## config.mk

```make
export PLATFORM = sky130hd
export DESIGN_NAME = burst_scheduler_flat
export DESIGN_NICKNAME = d
export VERILOG_FILES = /design/src/rtl/burst_sched_pkg.sv /design/src/rtl/burst_scheduler_if.sv /design/src/rtl/burst_len_calc.sv /design/src/rtl/burst_scheduler.sv /design/src/flat_wrapper.sv
export SDC_FILE = /design/constraint.sdc
export NUM_CORES = 1
export LEC_CHECK = 0
export ABC_AREA = 1
export CAP_MARGIN = 10
export CORE_ASPECT_RATIO = 0.9
export CORE_UTILIZATION = 55
export CTS_CLUSTER_SIZE = 30
export DETAILED_ROUTE_END_ITERATION = 7
export DONT_BUFFER_PORTS = 1
export PLACE_DENSITY = 0.68
export SLEW_MARGIN = 10
export SYNTH_ARGS = -nofsm -noshare
export SYNTH_HDL_FRONTEND = slang
export SYNTH_SLANG_ARGS = --single-unit
export TNS_END_PERCENT = 50
```

## constraint.sdc

```tcl
create_clock -name clk -period 3.8 [get_ports clk]
set_clock_uncertainty 0.15 [all_clocks]
set_input_delay 1.14 -clock clk [delete_from_list [all_inputs] [get_ports clk]]
set_output_delay 1.14 -clock clk [all_outputs]
set_load 0.02 [all_outputs]
```

## src/rtl/burst_sched_pkg.sv

```systemverilog
// Shared types and constants for the burst scheduler: FSM states, register-bank
// map and the burst-size helper.
package burst_sched_pkg;

  typedef enum logic [2:0] {
    StIdle,
    StCmd,
    StFetch,
    StWbeat,
    StRbeat,
    StStore,
    StDone
  } state_e;

  localparam int unsigned LENGTH_ADDR         = 256;
  localparam int unsigned MAX_BURST_SIZE_ADDR = 257;
  localparam int unsigned START_REG_ADDR      = 258;
  localparam int unsigned DATA_REGS           = 256;

  // A programmed burst size of zero still moves one beat per burst.
  function automatic logic [7:0] eff_mbs(input logic [7:0] mbs);
    return (mbs == 8'd0) ? 8'd1 : mbs;
  endfunction

endpackage

```

## src/rtl/burst_scheduler_if.sv

```systemverilog
// Register-bank and burst-interface signals of the burst scheduler.
// The master modport is the scheduler side; slave is the bank/burst side.
interface burst_scheduler_if #(
  parameter int unsigned ADDR_W = 9,
  parameter int unsigned DATA_W = 8
);

  // Register bank -> scheduler
  logic              rb_db_start;
  logic [7:0]        rb_db_length;
  logic [7:0]        rb_db_max_burst_size;
  logic              rb_db_rw;
  logic [DATA_W-1:0] rb_db_data;
  logic              rb_db_ack;

  // Scheduler -> register bank
  logic              db_rb_req;
  logic [ADDR_W-1:0] db_rb_addr;
  logic [DATA_W-1:0] db_rb_data;
  logic              db_rb_idle;
  logic              db_rb_rd_done;

  // Burst command channel
  logic              bi_cmd_valid;
  logic              bi_cmd_ready;
  logic              bi_cmd_rw;
  logic [7:0]        bi_cmd_len;

  // Write beat channel
  logic [DATA_W-1:0] bi_wdata;
  logic              bi_wvalid;
  logic              bi_wready;
  logic              bi_wlast;

  // Read beat channel
  logic [DATA_W-1:0] bi_rdata;
  logic              bi_rvalid;
  logic              bi_rready;

  modport master (
    input  rb_db_start, rb_db_length, rb_db_max_burst_size, rb_db_rw, rb_db_data, rb_db_ack,
    output db_rb_req, db_rb_addr, db_rb_data, db_rb_idle, db_rb_rd_done,
    output bi_cmd_valid, bi_cmd_rw, bi_cmd_len,
    input  bi_cmd_ready,
    output bi_wdata, bi_wvalid, bi_wlast,
    input  bi_wready,
    input  bi_rdata, bi_rvalid,
    output bi_rready
  );

  modport slave (
    output rb_db_start, rb_db_length, rb_db_max_burst_size, rb_db_rw, rb_db_data, rb_db_ack,
    input  db_rb_req, db_rb_addr, db_rb_data, db_rb_idle, db_rb_rd_done,
    input  bi_cmd_valid, bi_cmd_rw, bi_cmd_len,
    output bi_cmd_ready,
    input  bi_wdata, bi_wvalid, bi_wlast,
    output bi_wready,
    output bi_rdata, bi_rvalid,
    input  bi_rready
  );

endinterface

```

## src/rtl/burst_len_calc.sv

```systemverilog
// Length of the next burst: the smaller of the bytes left and the effective
// maximum burst size.
module burst_len_calc (
  input  logic [7:0] rem,
  input  logic [7:0] mbs,
  output logic [7:0] len
);
  import burst_sched_pkg::*;

  logic [7:0] mbs_eff;

  always_comb begin
    mbs_eff = eff_mbs(mbs);
    len     = (rem < mbs_eff) ? rem : mbs_eff;
  end

endmodule

```

## src/rtl/burst_scheduler.sv

```systemverilog
// Splits a register-bank transfer into bursts, moving bytes between the bank's
// data registers and the burst interface one byte every two cycles.
module burst_scheduler #(
  parameter int unsigned ADDR_W = 9,
  parameter int unsigned DATA_W = 8
) (
  input logic                clk,
  input logic                rst,
  burst_scheduler_if.master  bus
);
  import burst_sched_pkg::*;

  state_e            state_q, state_d;
  logic [7:0]        rem_q, rem_d;
  logic [7:0]        beat_q, beat_d;
  logic [7:0]        ptr_q, ptr_d;
  logic [DATA_W-1:0] data_q, data_d;
  logic              rw_q, rw_d;
  logic              armed_q, armed_d;

  logic [7:0]        burst_len;
  logic [7:0]        rem_dec;
  logic [7:0]        beat_dec;
  state_e            after_beat;

  burst_len_calc u_len_calc (
    .rem (rem_q),
    .mbs (bus.rb_db_max_burst_size),
    .len (burst_len)
  );

  always_ff @(posedge clk or posedge rst) begin
    if (rst) begin
      state_q <= StIdle;
      rem_q   <= '0;
      beat_q  <= '0;
      ptr_q   <= '0;
      data_q  <= '0;
      rw_q    <= 1'b0;
      armed_q <= 1'b1;
    end else begin
      state_q <= state_d;
      rem_q   <= rem_d;
      beat_q  <= beat_d;
      ptr_q   <= ptr_d;
      data_q  <= data_d;
      rw_q    <= rw_d;
      armed_q <= armed_d;
    end
  end

  // Where a completed beat leads: next beat of this burst, a new burst, or the end.
  always_comb begin
    rem_dec  = rem_q - 8'd1;
    beat_dec = beat_q - 8'd1;
    if (beat_dec != 8'd0) begin
      after_beat = rw_q ? StFetch : StRbeat;
    end else if (rem_dec != 8'd0) begin
      after_beat = StCmd;
    end else begin
      after_beat = StDone;
    end
  end

  always_comb begin
    state_d = state_q;
    rem_d   = rem_q;
    beat_d  = beat_q;
    ptr_d   = ptr_q;
    data_d  = data_q;
    rw_d    = rw_q;
    // Re-arm only once the bank has dropped its start flag.
    armed_d = armed_q | ~bus.rb_db_start;

    unique case (state_q)
      StIdle: begin
        if (bus.rb_db_start && armed_q) begin
          armed_d = 1'b0;
          rw_d    = bus.rb_db_rw;
          rem_d   = bus.rb_db_length;
          ptr_d   = '0;
          state_d = (bus.rb_db_length == 8'd0) ? StDone : StCmd;
        end
      end
      StCmd: begin
        if (bus.bi_cmd_ready) begin
          beat_d  = burst_len;
          state_d = rw_q ? StFetch : StRbeat;
        end
      end
      StFetch: begin
        data_d  = bus.rb_db_data;
        state_d = StWbeat;
      end
      StWbeat: begin
        if (bus.bi_wready) begin
          ptr_d   = ptr_q + 8'd1;
          rem_d   = rem_dec;
          beat_d  = beat_dec;
          state_d = after_beat;
        end
      end
      StRbeat: begin
        if (bus.bi_rvalid) begin
          data_d  = bus.bi_rdata;
          state_d = StStore;
        end
      end
      StStore: begin
        ptr_d   = ptr_q + 8'd1;
        rem_d   = rem_dec;
        beat_d  = beat_dec;
        state_d = after_beat;
      end
      StDone: begin
        state_d = StIdle;
      end
      default: begin
        state_d = StIdle;
      end
    endcase
  end

  // Outputs decode registered state only; command fields are zero outside CMD.
  always_comb begin
    bus.db_rb_idle    = (state_q == StIdle);
    bus.db_rb_req     = (state_q == StFetch) || (state_q == StStore);
    bus.db_rb_addr    = ADDR_W'(ptr_q);
    bus.db_rb_data    = data_q;
    bus.db_rb_rd_done = (state_q == StDone) && !rw_q;

    bus.bi_cmd_valid  = (state_q == StCmd);
    bus.bi_cmd_rw     = (state_q == StCmd) && rw_q;
    bus.bi_cmd_len    = (state_q == StCmd) ? burst_len : 8'd0;

    bus.bi_wvalid     = (state_q == StWbeat);
    bus.bi_wdata      = data_q;
    bus.bi_wlast      = (state_q == StWbeat) && (beat_q == 8'd1);

    bus.bi_rready     = (state_q == StRbeat);
  end

`ifndef SYNTHESIS
  // The bank must acknowledge every access in the same cycle.
  a_bank_ack: assert property (@(posedge clk) disable iff (rst)
    bus.db_rb_req |-> bus.rb_db_ack);

  a_ptr_range: assert property (@(posedge clk) disable iff (rst)
    bus.db_rb_req |-> (32'(ptr_q) < DATA_REGS));

  a_cmd_stable: assert property (@(posedge clk) disable iff (rst)
    (bus.bi_cmd_valid && !bus.bi_cmd_ready) |=>
      (bus.bi_cmd_valid && $stable(bus.bi_cmd_rw)));

  a_w_stable: assert property (@(posedge clk) disable iff (rst)
    (bus.bi_wvalid && !bus.bi_wready) |=>
      (bus.bi_wvalid && $stable(bus.bi_wdata) && $stable(bus.bi_wlast)));
`endif

endmodule

```

## src/flat_wrapper.sv

```systemverilog
// flat-port wrapper written by rule: the top's interface ports become plain ports
module burst_scheduler_flat import burst_sched_pkg::*;
#(
  parameter int unsigned ADDR_W = 9,
  parameter int unsigned DATA_W = 8
)
  (clk, rst, bus_rb_db_start, bus_rb_db_length, bus_rb_db_max_burst_size, bus_rb_db_rw, bus_rb_db_data, bus_rb_db_ack, bus_db_rb_req, bus_db_rb_addr, bus_db_rb_data, bus_db_rb_idle, bus_db_rb_rd_done, bus_bi_cmd_valid, bus_bi_cmd_rw, bus_bi_cmd_len, bus_bi_cmd_ready, bus_bi_wdata, bus_bi_wvalid, bus_bi_wlast, bus_bi_wready, bus_bi_rdata, bus_bi_rvalid, bus_bi_rready);
  burst_scheduler_if #(.ADDR_W(ADDR_W), .DATA_W(DATA_W)) bus_i ();
  input logic clk;
  input logic rst;
  input wire logic [$bits(bus_i.rb_db_start)-1:0] bus_rb_db_start;
  input wire logic [$bits(bus_i.rb_db_length)-1:0] bus_rb_db_length;
  input wire logic [$bits(bus_i.rb_db_max_burst_size)-1:0] bus_rb_db_max_burst_size;
  input wire logic [$bits(bus_i.rb_db_rw)-1:0] bus_rb_db_rw;
  input wire logic [$bits(bus_i.rb_db_data)-1:0] bus_rb_db_data;
  input wire logic [$bits(bus_i.rb_db_ack)-1:0] bus_rb_db_ack;
  output wire logic [$bits(bus_i.db_rb_req)-1:0] bus_db_rb_req;
  output wire logic [$bits(bus_i.db_rb_addr)-1:0] bus_db_rb_addr;
  output wire logic [$bits(bus_i.db_rb_data)-1:0] bus_db_rb_data;
  output wire logic [$bits(bus_i.db_rb_idle)-1:0] bus_db_rb_idle;
  output wire logic [$bits(bus_i.db_rb_rd_done)-1:0] bus_db_rb_rd_done;
  output wire logic [$bits(bus_i.bi_cmd_valid)-1:0] bus_bi_cmd_valid;
  output wire logic [$bits(bus_i.bi_cmd_rw)-1:0] bus_bi_cmd_rw;
  output wire logic [$bits(bus_i.bi_cmd_len)-1:0] bus_bi_cmd_len;
  input wire logic [$bits(bus_i.bi_cmd_ready)-1:0] bus_bi_cmd_ready;
  output wire logic [$bits(bus_i.bi_wdata)-1:0] bus_bi_wdata;
  output wire logic [$bits(bus_i.bi_wvalid)-1:0] bus_bi_wvalid;
  output wire logic [$bits(bus_i.bi_wlast)-1:0] bus_bi_wlast;
  input wire logic [$bits(bus_i.bi_wready)-1:0] bus_bi_wready;
  input wire logic [$bits(bus_i.bi_rdata)-1:0] bus_bi_rdata;
  input wire logic [$bits(bus_i.bi_rvalid)-1:0] bus_bi_rvalid;
  output wire logic [$bits(bus_i.bi_rready)-1:0] bus_bi_rready;
  assign bus_i.rb_db_start = bus_rb_db_start;
  assign bus_i.rb_db_length = bus_rb_db_length;
  assign bus_i.rb_db_max_burst_size = bus_rb_db_max_burst_size;
  assign bus_i.rb_db_rw = bus_rb_db_rw;
  assign bus_i.rb_db_data = bus_rb_db_data;
  assign bus_i.rb_db_ack = bus_rb_db_ack;
  assign bus_db_rb_req = bus_i.db_rb_req;
  assign bus_db_rb_addr = bus_i.db_rb_addr;
  assign bus_db_rb_data = bus_i.db_rb_data;
  assign bus_db_rb_idle = bus_i.db_rb_idle;
  assign bus_db_rb_rd_done = bus_i.db_rb_rd_done;
  assign bus_bi_cmd_valid = bus_i.bi_cmd_valid;
  assign bus_bi_cmd_rw = bus_i.bi_cmd_rw;
  assign bus_bi_cmd_len = bus_i.bi_cmd_len;
  assign bus_i.bi_cmd_ready = bus_bi_cmd_ready;
  assign bus_bi_wdata = bus_i.bi_wdata;
  assign bus_bi_wvalid = bus_i.bi_wvalid;
  assign bus_bi_wlast = bus_i.bi_wlast;
  assign bus_i.bi_wready = bus_bi_wready;
  assign bus_i.bi_rdata = bus_bi_rdata;
  assign bus_i.bi_rvalid = bus_bi_rvalid;
  assign bus_bi_rready = bus_i.bi_rready;
  burst_scheduler #(.ADDR_W(ADDR_W), .DATA_W(DATA_W)) u_core (.clk(clk), .rst(rst), .bus(bus_i));
endmodule
```

# Word-level counts from Yosys, hierarchy flattened
# Cells that the tools add are included.
# word_totals
inputBits	40
word_cells	68
ff_bits	37
output_inout_bits	41
# classes
n_reduce_logical	19
eq_ne	11
addsub	3
bitwise_logic	2
magnitude_cmp	1
n_mux	25
# op_table
operator	n
8-bit 2-to-1 mux	10
8-bit case mux with 3 select lines	3
3-bit 2-to-1 mux	8
3-bit case mux with 6 select lines	1
8-bit zero test	2
8-bit case mux with 2 select lines	1
8-bit nonzero test	2
8-bit by 1-bit subtractor with 8-bit output (second input constant)	2
3-bit == test (second input constant)	3
8-bit by 1-bit adder with 8-bit output (second input constant)	1
8-bit by 1-bit == test with 1-bit output (second input constant)	1
8-bit less-than comparator	1
3-bit by 2-bit == test with 1-bit output (second input constant)	2
2-bit by 1-bit != test with 1-bit output (second input constant)	3
3-bit AND reduction	2
3-bit nonzero test	2
1-bit logical AND	4
2-bit AND reduction	2
4-bit AND reduction	1
3-bit by 1-bit == test with 1-bit output (second input constant)	1
3-bit zero test	1
1-bit 2-to-1 mux	2
2-bit != test (second input constant)	1
2-bit nonzero test	1
4 further kinds	4

# Logic depth before layout (Yosys ltp)
# Gate-level depths: netlist of run 1.
# depth
word_depth	6
depth_mapped	14
ltp_nobuf	14

# By module
# Synthesis of run 1 repeated with hierarchy kept, for this count alone.
# unflattened
cells_unflattened	411
area_unflattened_um2	2821.5
# modules_own_cells
mod	area_each_um2	instances	cells_each	seq_area_each_um2
burst_scheduler	2472.4	1	348	927.1
burst_len_calc	349.1	1	63	0.0

# Worst setup path before layout of run 1
# Ideal clock, no wire load.
# synth_path
path_type	input to output
start	in bus_rb_db_max_burst_size[5]
end	out bus_bi_cmd_len[0]
n_path_buf	0
path_slack_ps	-82
t_required_ps	2510
stages	9
t_arrival_ps	2592
path_cell_list	inv_1 > ha_1 > a21oi_1 > nor2_1 > a211oi_2 > nand2_2 > nand2_1 > nand2_1 > nor2_1
# synth_between
elab_chain_cells	5
# synth_rtl
element	line_no	source
from (decl)	flat_wrapper.sv:13	input wire logic [$bits(bus_i.rb_db_max_burst_size)-1:0] bus_rb_db_max_burst_size;
8-bit zero test	burst_sched_pkg.sv:22	return (mbs == 8'd0) ? 8'd1 : mbs;
8-bit 2-to-1 mux *	burst_sched_pkg.sv:22	
8-bit less-than comparator	burst_len_calc.sv:14	len = (rem < mbs_eff) ? rem : mbs_eff;
8-bit 2-to-1 mux *	burst_len_calc.sv:14	
8-bit 2-to-1 mux *	burst_scheduler.sv:134	bus.bi_cmd_len = (state_q == StCmd) ? burst_len : 8'd0;
to (decl)	flat_wrapper.sv:24	output wire logic [$bits(bus_i.bi_cmd_len)-1:0] bus_bi_cmd_len;
# Mark *: on every way between the ends. The rest lies on a longest branch, timed or not.

# Worst setup path in the final report of run 1
# layout_path
start	in bus_rb_db_max_burst_size[5]
end	out bus_bi_cmd_len[6]
# Same word-level chain as after synthesis.

==> results of run 1 <==
[stage by stage]
step	area (µm²)	setup TNS, ns	power [µW]
2_1_floorplan	2750	0	2050
3_3_place_gp	2820	0	2280
3_5_place_dp	2820	0	2300
4_1_cts	2900	0	2580
5_1_grt	3080	-0.387	2960
6_report	3080	0	2700
[per-layer routing]
metal,vias up,wire length [µm]
met4,0,29
met5,-,0
met2,68,2890
li1,1238,-
met1,1119,2820
met3,2,444
[how the worst max path moves through the flow]
stage / slack (ns) / end / start
2_1_floorplan: 0.005 / bus_bi_cmd_len[0] / bus_rb_db_max_burst_size[7]
3_3_place_gp: 0.02 / bus_bi_cmd_len[6] / bus_rb_db_max_burst_size[7]
3_5_place_dp: 0.01 / bus_bi_cmd_len[5] / bus_rb_db_max_burst_size[5]
4_1_cts: 0.01 / bus_bi_cmd_len[5] / bus_rb_db_max_burst_size[5]
5_1_grt: -0.08 / bus_bi_cmd_len[6] / bus_rb_db_max_burst_size[5]
6_report: 0.02 / bus_bi_cmd_len[6] / bus_rb_db_max_burst_size[5]
[state kept, by name, summed over array words and instances, names as in the netlist]
register / cells
u_core.beat_q: 8
u_core.bus.bi_wdata: 8
u_core.rw_q: 1
u_core.state_q: 3
u_core.rem_q: 8
u_core.armed_q: 1
u_core.ptr_q: 8
[where the power goes]
part	total, µW	switching, µW	leakage [µW]	internal (µW)
logic	1570	997	0.00104	574
clock network	273	146	0.0000439	127
registers	860	303	0.000446	557
[final cells by class]
cell class / instances / area (µm²)
Clock inverter: 3 / 17.5
Fill cell: 438 / 1750
Multi-Input combinational cell: 279 / 1670
Timing Repair Buffer: 12 / 101
Clock buffer: 5 / 68.8
Inverter: 54 / 210
Sequential cell: 37 / 927
Tap cell: 65 / 81.3
[critical path, stage by stage]
cell      delay, ns
inv_8          0.01
ha_4           0.20
a21oi_2        0.14
nor2_2         0.07
a211oi_4       0.33
buf_6          0.18
nand3_2        0.10
a21oi_2        0.16
buf_6          0.14
[what timing repair did]
item	4_1_cts	5_1_grt
setup endpoints to repair	0	8
setup buffers	0	1
resized for setup	0	38
[cells by family after synthesis]
kind of cell,Yosys count,synth area share [%]
xor gates and xnor gates,11,3.51
DFF,37,33.8
AOI/OAI and AO/OA,53,11.7
and+or+nand+nor,201,34.3
adders and majority gates,12,5.47
buffers and inverters,69,11.0
other,1,0.137
[synth_stat cells (all sizes together)]
master    n
a211oi    2
a21oi    21
a221oi    1
a22oi     3
a31oi    10
buf      12
clkbuf    3
conb      1
dfrtp    36
dfstp     1
ha       12
inv      54
nand2   109
nand3    28
nand4     2
nor2     51
nor3      7
nor3b     1
nor4      2
o21a      1
o21ai    11
o22ai     4
or2       1
xnor2     5
xor2      6
[placed cells by master (no fill, tap or decap), drive strengths merged, types with 3 or more instances in the layout]
master | Yosys | final
buf | 12 | 12
a31oi | 10 | 10
o22ai | 4 | 4
ha | 12 | 12
a22oi | 3 | 3
nor3 | 7 | 7
xnor2 | 5 | 5
clkbuf | 3 | 5
nand2 | 109 | 110
o21ai | 11 | 11
a21oi | 21 | 21
dfrtp | 36 | 36
nor2 | 51 | 51
xor2 | 6 | 6
nand3 | 28 | 28
inv | 54 | 54
==> out/qor.yml, run 1 <==
floorplan:
  die_width_um: 76.5
  coreArea_um2: 4830
  dieArea_um2: 5280
  die_h_um: 69.0
  initial_core_util_pct: 56.8
  io_pins: 81
  rows: 24
outcome:
  status: "completed"
cts:
  htree_levels: 2
  hold_buffers: 0
  cts_buffers: 5
  cts_tree: "built"
  max-clock-path-buffers: 2
  clk_latency_ns: 0.29
  clkTransAtPathRegs_ns: 0.07
  numClockSinks: 37
  root_buffer: "clkbuf_8"
synthesis:
  synth_nets: 436
  synth_cell_type_count: 41
  netlist_instances: 384
  synth_top_area_share_pct: 32.8
  synth_area_leader_cell: "dfrtp_1"
  syn_area_um2: 2740
  synth.yosys.warnings: 0
  ys_seq_area_share_pct: 33.8
  synth_area_leaders: "dfrtp_1 33%, nand2_1 14%, inv_1 6.7%"
  ys_ff_latch: 37
  syn_area_per_cell_um2: 7.15
timing:
  fin_crit_sh_pct: 99.5
  postLayoutSetupSlackWorst_ns: 0.0179
  worst_pin_slew_ns: 0.674
  fmaxAchievable_mhz: 264
  maxSlewViolCount: 0
  timing.final.crit_period_ns: 3.78
  hold_slack_ns: 0.317
  rsz0062_at_grt: "true"
  slew_headroom_pct: 54.7
  setup_viol: 0
  hold_viol: 0
place:
  gp_congestion: 0.891
  dp_hpwl_mm: 4.56
  pre_cts_slack_ns: 0.0133
  numPortBuffers: 0
  dpl.cell_count: 445
worst_hold_path:
  whs_path_depth: 2
  hp-start: "u_core.armed_q"
  min_path_type: "flip-flop to flip-flop"
  holdPathEnd: "u_core.armed_q"
critical_path:
  crit_path_start_kind: "input pin"
  reg2reg_slack_ns: 1.57
  critPathKind: "input pin to primary output"
  r2r_end: "u_core.bus.bi_wdata[6]"
  cp-end-kind: "primary output"
  arrival_ns: 2.49
  timing.rr.start: "u_core.state_q[1]"
  crit_fanout: 4
  reg2regPathDepth: 7
  worstPathRequired_ns: 2.51
grt:
  antenna_found_initial: 0
  overflow: 0
  grt_pass1_wl_mm: 10.4
  grtUsageMet3_pct: 5.96
  first_global_vias: 2256
  grt_max_degree: 38
  grt-busiest-layer: "met2"
  grtUsageMet1_pct: 35.0
  grt_usage_pct: 24.8
  use_met2_pct: 37.6
job:
  cap_violations: 0
detailed_routing:
  vias: 2427
  via_per_inst: 5.33
  wl_mm: 6.18
  postRouteAntennaNets: 0
  first_pass_iters: 4
  wl_per_cell_um: 13.6
  drt_iter0_drc: 142
  drc: 0
layout:
  layoutNonFillerInstCount: 455
  layout-drive-gt1-share_pct: 20.0
  area_growth_pct: 12.3
  nets: 441
  post-route-util_pct: 63.7
  antenna_cells: 0
power_and_ir_drop:
  ir_drop_mv: 0.539
  powerDensity_nw_per_um2: 878
  leakage_uw: 0.00153
(Power assumes the default switching activity.)
==> inputs of run 2 (changes only) <==
- CTS_BUF_LIST: default -> sky130_fd_sc_hd__clkbuf_4 sky130_fd_sc_hd__clkbuf_8
- SKIP_LAST_GASP: default -> 1
==> out/qor.yml, run 2 (same netlist as run 1, synthesis figures left out) <==
outcome:
  status: "completed"
power_and_ir_drop:
  leakage_uw: 0.00153
  clkPwrFrac_pct: 10.2
  powerDensity_nw_per_um2: 880
  p_sw_share_pct: 53.6
  combinationalPowerShare_pct: 58.0
  intPower_uw: 1250
  p_sw_uw: 1450
  ir_drop_mv: 0.542
  p_seq_share_pct: 31.8
worst_hold_path:
  min_path_type: "flip-flop to flip-flop"
  whs_path_depth: 2
layout:
  final_area_um2: 3070
  layout_commonest_cell: "nand2_1"
  area_growth_pct: 11.9
  post-route-util_pct: 63.5
  layout_common_cells: "95 x nand2_1, 47 x inv_1, 42 x nor2_1"
  layout-drive-gt1-share_pct: 19.7
  antenna_cells: 0
  nets: 441
grt:
  grt_usage_pct: 24.8
  overflow: 0
  antenna_found_initial: 0
  grt_pass1_wl_mm: 10.4
  first_global_vias: 2256
  grt_max_degree: 38
critical_path:
  cp_cell_sequence: "inv_4 > ha_4 > a21oi_2 > nor2_2 > a211oi_4 > buf_6 > nand3_2 > a21oi_2 > buf_4"
  path_buf_inv: 3
  critical_path.max_stage_delay_ns: 0.32
  crit_path_start_kind: "input pin"
  cp-end-kind: "primary output"
  cp_num_cells: 9
  critPathKind: "input pin to primary output"
  crit_fanout: 4
  slowest_stage: "a211oi_4"
  cp_common_cell: "a21oi_2"
  arrival_ns: 2.48
  reg2regPathDepth: 7
  crit_family: "compound AO/OA/AOI/OAI gates"
  worstPathRequired_ns: 2.51
timing:
  timing.final.crit_period_ns: 3.77
  rsz0062_at_grt: "true"
  worst_pin_slew_ns: 0.674
  fmaxAchievable_mhz: 266
  slew_headroom_pct: 54.7
  fin_crit_sh_pct: 99.1
  postLayoutSetupSlackWorst_ns: 0.0340
  setup_viol: 0
  maxSlewViolCount: 0
  hold_viol: 0
cts:
  cts_tree: "built"
  max-clock-path-buffers: 2
  cts_buffers: 5
  numClockSinks: 37
  clkTransAtPathRegs_ns: 0.07
  htree_levels: 2
  clk_latency_ns: 0.29
  hold_buffers: 0
  root_buffer: "clkbuf_8"
floorplan:
  initial_core_util_pct: 56.8
  rows: 24
  dieArea_um2: 5280
  die_h_um: 69.0
  coreArea_um2: 4830
  die_width_um: 76.5
  io_pins: 81
place:
  numPortBuffers: 0
  dp_hpwl_mm: 4.56
  pre_cts_slack_ns: 0.0133
  dpl_cell_area_um2: 2820
  gp_congestion: 0.891
detailed_routing:
  via_per_inst: 5.37
  postRouteAntennaNets: 0
  drc: 0
  drt_iter0_drc: 130
  wl_per_cell_um: 13.6
  wl_mm: 6.20
  first_pass_iters: 4
  vias: 2443
job:
  cap_violations: 0
[run 2: cell counts in the layout (fill, tap and decap cells not counted)]
No cell type changed its count.
[run 2: routing by layer]
| layer | GRT usage (%) | wire (µm) |
|---|---|---|
| met1 | 35.0 | 2860 |
| met2 | 37.6 | 2890 |
| met3 | 5.96 | 425 |
| met4 | 7.91 | 29 |
| met5 | 0 | 0 |
[run 2: path summary, 6_finish.rpt]
check / from / endpoint / slack, ns
worst max register to register: u_core.state_q[1] / u_core.bus.bi_wdata[6] / 1.55
worst min register to register: u_core.armed_q / u_core.armed_q / 0.32
worst min-delay path: u_core.armed_q / u_core.armed_q / 0.32
min in group asynchronous: rst / u_core.bus.bi_wdata[3] / 0.69
max in group asynchronous: rst / u_core.armed_q / 2.44
worst max-delay path: bus_rb_db_max_burst_size[5] / bus_bi_cmd_len[5] / 0.03
[run 2: per-stage QoR]
stage | total power, µW | hold WS, ns | TNS (ns) | cells
after global routing | 2960 | 0.350 | -0.337 | 455
after floorplan | 2050 | 0.294 | 0 | 384
after CTS | 2580 | 0.320 | 0 | 453
final | 2700 | 0.317 | 0 | 455
after global placement | 2280 | 0.304 | 0 | 445
after detailed placement | 2300 | 0.308 | 0 | 445
[run 2: area by class of cell]
cell class	count	area, µm²
fill	442	1760
multi-input combinational	279	1670
sequential	37	927
inverter	54	205
timing repair buffer	12	101
tap	65	81.3
clock buffer	5	68.8
clock inverter	3	17.5
[run 2: power by group through the flow]
stage | Combinational (µW) | Clock (µW) | Sequential [µW]
2_1_floorplan | 1300 | 0 | 752
3_3_place_gp | 1420 | 0 | 852
3_5_place_dp | 1440 | 0 | 854
4_1_cts | 1450 | 286 | 846
5_1_grt | 1780 | 298 | 881
6_report | 1570 | 275 | 860
[run 2: what timing repair did]
| item | 4_1_cts | 5_1_grt |
|---|---|---|
| setup buffers | 0 | 1 |
| gates resized for setup | 0 | 35 |
| endpoints found under the setup margin | 0 | 8 |
[run 2: worst register-to-register path: stages, from the launching register on]
cell and delay (ns):
dfrtp_1 0.46, nor2_1 0.11, nand2_1 0.24, inv_1 0.46, nand2_1 0.10, nand2_1 0.39
nor2_1 0.08, a31oi_1 0.17
==> patch 1: new RTL, settings of run 1 <==
`DATA_W` is set to 8 in 3 places; all go to 12.
--- a/src/rtl/burst_scheduler_if.sv
+++ b/src/rtl/burst_scheduler_if.sv
@@ -2,7 +2,7 @@
 // The master modport is the scheduler side; slave is the bank/burst side.
 interface burst_scheduler_if #(
   parameter int unsigned ADDR_W = 9,
-  parameter int unsigned DATA_W = 8
+  parameter int unsigned DATA_W = 12
 );
 
   // Register bank -> scheduler
--- a/src/rtl/burst_scheduler.sv
+++ b/src/rtl/burst_scheduler.sv
@@ -2,7 +2,7 @@
 // data registers and the burst interface one byte every two cycles.
 module burst_scheduler #(
   parameter int unsigned ADDR_W = 9,
-  parameter int unsigned DATA_W = 8
+  parameter int unsigned DATA_W = 12
 ) (
   input logic                clk,
   input logic                rst,
--- a/src/flat_wrapper.sv
+++ b/src/flat_wrapper.sv
@@ -2,7 +2,7 @@
 module burst_scheduler_flat import burst_sched_pkg::*;
 #(
   parameter int unsigned ADDR_W = 9,
-  parameter int unsigned DATA_W = 8
+  parameter int unsigned DATA_W = 12
 )
   (clk, rst, bus_rb_db_start, bus_rb_db_length, bus_rb_db_max_burst_size, bus_rb_db_rw, bus_rb_db_data, bus_rb_db_ack, bus_db_rb_req, bus_db_rb_addr, bus_db_rb_data, bus_db_rb_idle, bus_db_rb_rd_done, bus_bi_cmd_valid, bus_bi_cmd_rw, bus_bi_cmd_len, bus_bi_cmd_ready, bus_bi_wdata, bus_bi_wvalid, bus_bi_wlast, bus_bi_wready, bus_bi_rdata, bus_bi_rvalid, bus_bi_rready);
   burst_scheduler_if #(.ADDR_W(ADDR_W), .DATA_W(DATA_W)) bus_i ();
Ports: changed (resized bus_bi_rdata, bus_bi_wdata, bus_db_rb_data and bus_rb_db_data); port bits go from 81 to 97. The function was not compared with the original's and may differ.
==> patch 1 against run 1 <==
Worst setup slack improved by 0.088 ns. Area after synthesis is 5.7% higher. Cell area is 0.28% higher. Routed wire length is 4.0% higher. Clock power increased by 53%. Sequential cell count up 4. Power rose by 7.3%. Critical path type unchanged.
==> patch 1: results (changes against run 1) <==
- Detailed Route WL: 6430 um (+4.0%)
- Synth top cells by count: nand2_1 (111), inv_1 (50), nor2_1 (44)
- HPWL Detailed: 4910 um (+7.6%)
- Hold path depth: 2 (unchanged)
- M3 GR Usage: 0.0568 (-0.00283)
- Met2 Use GR: 0.409 (+0.0323)
- Share of cells above drive strength 1: 0.117 (-0.0828)
- Slew margin rel.: 0.412 (-0.135)
- Yosys warns: 0 (unchanged)
- FF-to-FF path depth: 10 (+3)
- Peak supply drop: 0.407 mV (-24%)
- Max reg flops: 12
- Final GP Congestion: 0.870 (-2.4%)
- Met1 GRT Util: 0.314 (-0.0366)
- Outcome: finished clean
- Largest net degree at the start of global routing: 25 (-34%)
- H-tree depth: 2 (unchanged)
- Worst-path maximum fanout: 9 (+5)
- Worst reg2reg setup slack: 1.35 ns (-0.22 ns)
- Root Driver: clkbuf_8
- Syn_nets: 471 (+8.0%)
- Initial antenna violation count: 0 (unchanged)
- Arrival @ worst endpoint: 2.40 ns (-0.09 ns)
- Post-synth ARST share: 1.00 (unchanged)
- Vias in the first global route: 2443 (+8.3%)
- CP top delay family: simple AND/OR/NAND/NOR gates
- Number of buffers created by CTS: 5 (unchanged)
- Gr usage total: 0.241 (-0.00720)
- Leakage Power: 0.00154 uW (+0.28%)
- Grt ovf: 0 (unchanged)
- Slowest cell on the critical path: a21oi_2
- Fillcell total: 482 (+10%)
- First-pass GRT wire length: 10700 um (+3.1%)
- Place WS: 0.0436 ns (+0.0303 ns)
- Placed instance area: 0.00295 mm2 (+4.7%)
- Sequential-to-total area share from yosys stat: 0.354 (+0.0164)
- Via Count: 2504 (+3.2%)
- Nets@finish: 460 (+4.3%)
- Max stage delay on crit path: 0.29 ns (-0.04 ns)
- Synth cell types: 38 (-7.3%)
- Top post-synthesis cells by area: dfrtp_1 (35%), nand2_1 (14%), inv_1 (6.5%), nor2_1 (5.7%), ha_1 (5.2%)
- Pre-antenna DRT Iters: 5 (+1)
- Iter 0 DRT Violations: 100 (-30%)
patch 1: worst paths after layout:
check	to	start
setup / recovery	bus_bi_cmd_len[5]	bus_rb_db_max_burst_size[7]
hold / removal	u_core.armed_q	u_core.armed_q
setup reg to reg	u_core.beat_q[7]	u_core.state_q[1]
hold reg to reg	u_core.armed_q	u_core.armed_q
max in group asynchronous	u_core.beat_q[2]	rst
min in group asynchronous	u_core.ptr_q[1]	rst
patch 1: power by group:
part	internal, uW	switching (uW)
sequential	621	344
combinational	497	1020
clock	261	157
patch 1: routing by layer:
layer / wire [um] / part of all wire / vias up
met5: 0 / 0 / -
met4: 42 / 0.0065 / 0
met3: 332 / 0.052 / 7
met2: 3050 / 0.48 / 64
met1: 3000 / 0.47 / 1151
li1: - / - / 1282
patch 1: area by class of cell:
class	count	area (um2)	share of cell area
clock buffers	5	68.8	0.0223
clock inverters	3	65.1	0.0211
inverters	53	201	0.0652
multi-input cells	294	1610	0.520
flip-flops and latches	41	1030	0.333
well taps	65	81.3	0.0263
repair buffers	5	37.5	0.0122
patch 1: metrics by stage:
stage	total power, uW	std cells	hold slack, ns	util
6_report	2900	466	0.325	0.623
3_5_place_dp	2470	458	0.310	0.595
5_1_grt	3170	466	0.333	0.623
3_3_place_gp	2450	458	0.303	0.595
2_1_floorplan	2280	411	0.294	-
4_1_cts	2900	466	0.321	0.622
patch 1: logic make-up (layout without fill, tap and decap cells):
family | Yosys count | after routing | share of synthesized area
adders and majority gates | 12 | 12 | 0.0518
xor gates and xnor gates | 11 | 11 | 0.0332
and+or+nand+nor | 212 | 212 | 0.328
other | 1 | 1 | 0.00129
buffers and inverters | 76 | 66 | 0.117
AOI/OAI and AO/OA | 58 | 58 | 0.114
DFF | 41 | 41 | 0.354
patch 1: worst register-to-register path, stage by stage (launching register included):
cell and delay, ns:
dfrtp_1 0.44, nor2_2 0.15, nand2_1 0.33, o21ai_0 0.35
inv_1 0.10, nand3_1 0.38, inv_1 0.16, o21ai_0 0.11
inv_1 0.06, nand2_1 0.06, nand2_1 0.05
patch 1: repair_timing:
item | CTS | global route
hold buffers | 0 | 0
endpoints found under the setup margin | 0 | 8
resized for setup | 0 | 3
==> patch 2: new RTL, config.mk and constraints of run 1 <==
Without the edit above. Take the reset off `data_q` and load it in a clocked block of its own.
--- a/src/rtl/burst_scheduler.sv
+++ b/src/rtl/burst_scheduler.sv
@@ -35,7 +35,6 @@
       rem_q   <= '0;
       beat_q  <= '0;
       ptr_q   <= '0;
-      data_q  <= '0;
       rw_q    <= 1'b0;
       armed_q <= 1'b1;
     end else begin
@@ -43,10 +42,13 @@
       rem_q   <= rem_d;
       beat_q  <= beat_d;
       ptr_q   <= ptr_d;
-      data_q  <= data_d;
       rw_q    <= rw_d;
       armed_q <= armed_d;
     end
+  end
+
+  always_ff @(posedge clk) begin
+    data_q <= data_d;
   end
 
   // Where a completed beat leads: next beat of this burst, a new burst, or the end.
Check against the original RTL: differs if rst is asserted again (counterexample within 4 cycles, from zero or initial values and one cycle with rst high); with rst held inactive, the same outputs for 4 cycles.
==> patch 2 against run 1 <==
The flow now finishes with violations (negative setup slack). Area after synthesis down 0.78%. Worst setup slack got worse by 0.033 ns. Power is 3.4% lower. Cell area shrank 0.89%. Routed wire length is 0.32% higher. Synthesized cell count is 0.26% lower. Global-route usage shrank 1.1 points. Sequential cell count unchanged.
==> patch 2: results (changes against run 1) <==
- First-pass GRT wire length: 9690 um (-6.5%)
- M3 GR Usage: 0.0513 (-0.00829)
- Placed instance area: 0.00278 mm2 (-1.1%)
- Sequential-to-total area share from yosys stat: 0.355 (+0.0173)
- Outcome: complete, but fails checks
- Met1 GRT Util: 0.314 (-0.0363)
- Worst-path maximum fanout: 5 (+1)
- Synth cell types: 36 (-12%)
- Detailed Route WL: 6200 um (+0.32%)
- Initial antenna violation count: 0 (unchanged)
- Root Driver: clkbuf_8
- Worst-path clk slew: 0.07 ns (about the same)
- Place WS: 0.0288 ns (+0.0155 ns)
- Largest net degree at the start of global routing: 30 (-21%)
- Setup TNS: -0.0146 ns (-0.0146 ns)
- Slowest cell on the critical path: a211oi_4
- Share of cells above drive strength 1: 0.192 (-0.00769)
- Worst skew pair latency: 0.29 ns (about the same)
- Via Count: 2448 (+0.87%)
- Leakage Power: 0.00154 uW (+0.65%)
- HPWL Detailed: 4450 um (-2.5%)
- Placed Instances: 439 (-1.3%)
- Mux cell area share after synthesis: 0.00368 (+0.00368)
- EDFF count, synth: 8 (+8)
- Compound-gate portion of the synthesized area: 0.0988 (-0.0184)
- PnR worst setup slack: -0.0146 ns (-0.0325 ns)
- Hold Crit Class: reg -> reg
- Peak supply drop: 0.422 mV (-22%)
- Post-synth ARST share: 0.784 (-0.216)
- Gr usage total: 0.238 (-0.0108)
- Final setup vio count: 1 (+1)
- Top FF cell, synth: dfrtp_1
- Worst Max-Slew Pin Slew: 0.774 ns (+0.0991 ns)
- Final GP Congestion: 0.857 (-3.8%)
- CP top delay family: compound AO/OA/AOI/OAI gates
- Iter 0 DRT Violations: 109 (-23%)
- Avg Cell Area, Syn: 7.11 um2 (-0.52%)
- Finished Layout Cells: 452 (-0.66%)
- Top post-synthesis cells by area: dfrtp_1 (26%), nand2_1 (16%), edfxtp_1 (8.8%), inv_1 (6.6%), ha_1 (5.5%)
- PortBufs: 0 (unchanged)
- XOR/XNOR Fraction of Synth Area: 0.0322 (-0.00294)
- Number of buffers created by CTS: 5 (unchanged)
- Met2 Use GR: 0.388 (+0.0111)
- Nets@finish: 441 (unchanged)
- Synth top cells by count: nand2_1 (113), inv_1 (48), nor2_1 (36)
- Failing checks: negative setup slack
- H-tree depth: 2 (unchanged)
- Fillcell total: 412 (-5.9%)
- Pre-antenna DRT Iters: 4 (unchanged)
- Arrival @ worst endpoint: 2.52 ns (+0.03 ns)
- Vias in the first global route: 2163 (-4.1%)
- Adder-cell share of the synthesized area: 0.0551 (+0.000427)
==> patch 2: cell types whose count changed in the layout (fill, tap and decap cells not counted), moves of 6 or more <==
cell	delta
nand3_2	+6
a31oi_1	-8
edfxtp_1	+8
nand2_1	+15
dfrtp_1	-8
o21ai_0	+9
nor2_1	-10
==> patch 2: path summary, 6_finish.rpt <==
path                       depth (start not counted)                        start           endpoint  slack [ns]
max reg2reg                                       11            u_core.state_q[1]    u_core.ptr_q[7]        1.22
min reg2reg                                        2             u_core.beat_q[1]   u_core.beat_q[1]        0.33
min in group asynchronous                          2                          rst    u_core.ptr_q[5]        0.66
max                                                9  bus_rb_db_max_burst_size[5]  bus_bi_cmd_len[7]       -0.01
max in group asynchronous                          2                          rst     u_core.armed_q        2.53
min                                                2             u_core.beat_q[1]   u_core.beat_q[1]        0.33
==> patch 2: where the power goes <==
part	total, uW	internal, uW	leakage, uW	switching, uW
sequential	819	573	0.000436	246
clock	267	127	0.0000450	140
combinational	1520	552	0.00106	972
==> patch 2: cell type report <==
class	count	area (um2)	share of cell area
multi-input combinational	277	1600	0.523
sequential	37	967	0.317
inverter	52	200	0.0656
timing repair buffer	16	128	0.0418
tap	62	77.6	0.0254
clock buffer	6	72.6	0.0238
clock inverter	2	10.0	0.00328
==> patch 2: layer usage <==
layer,part of all wire,vias up
met4,0.020,0
met1,0.47,1134
met3,0.049,13
met2,0.46,69
li1,-,1232
met5,0,-
==> patch 2: timing repair <==
action                                  CTS  global route
endpoints found under the setup margin    0             8
buffers inserted                          0             5
resized for setup                         0            34
==> patch 2: worst register-to-register path: cells and delay by family, from the launching register on <==
kind / cells / cell delay (ns)
flip-flops: 1 / 0.57
AND/OR/NAND/NOR: 11 / 1.77
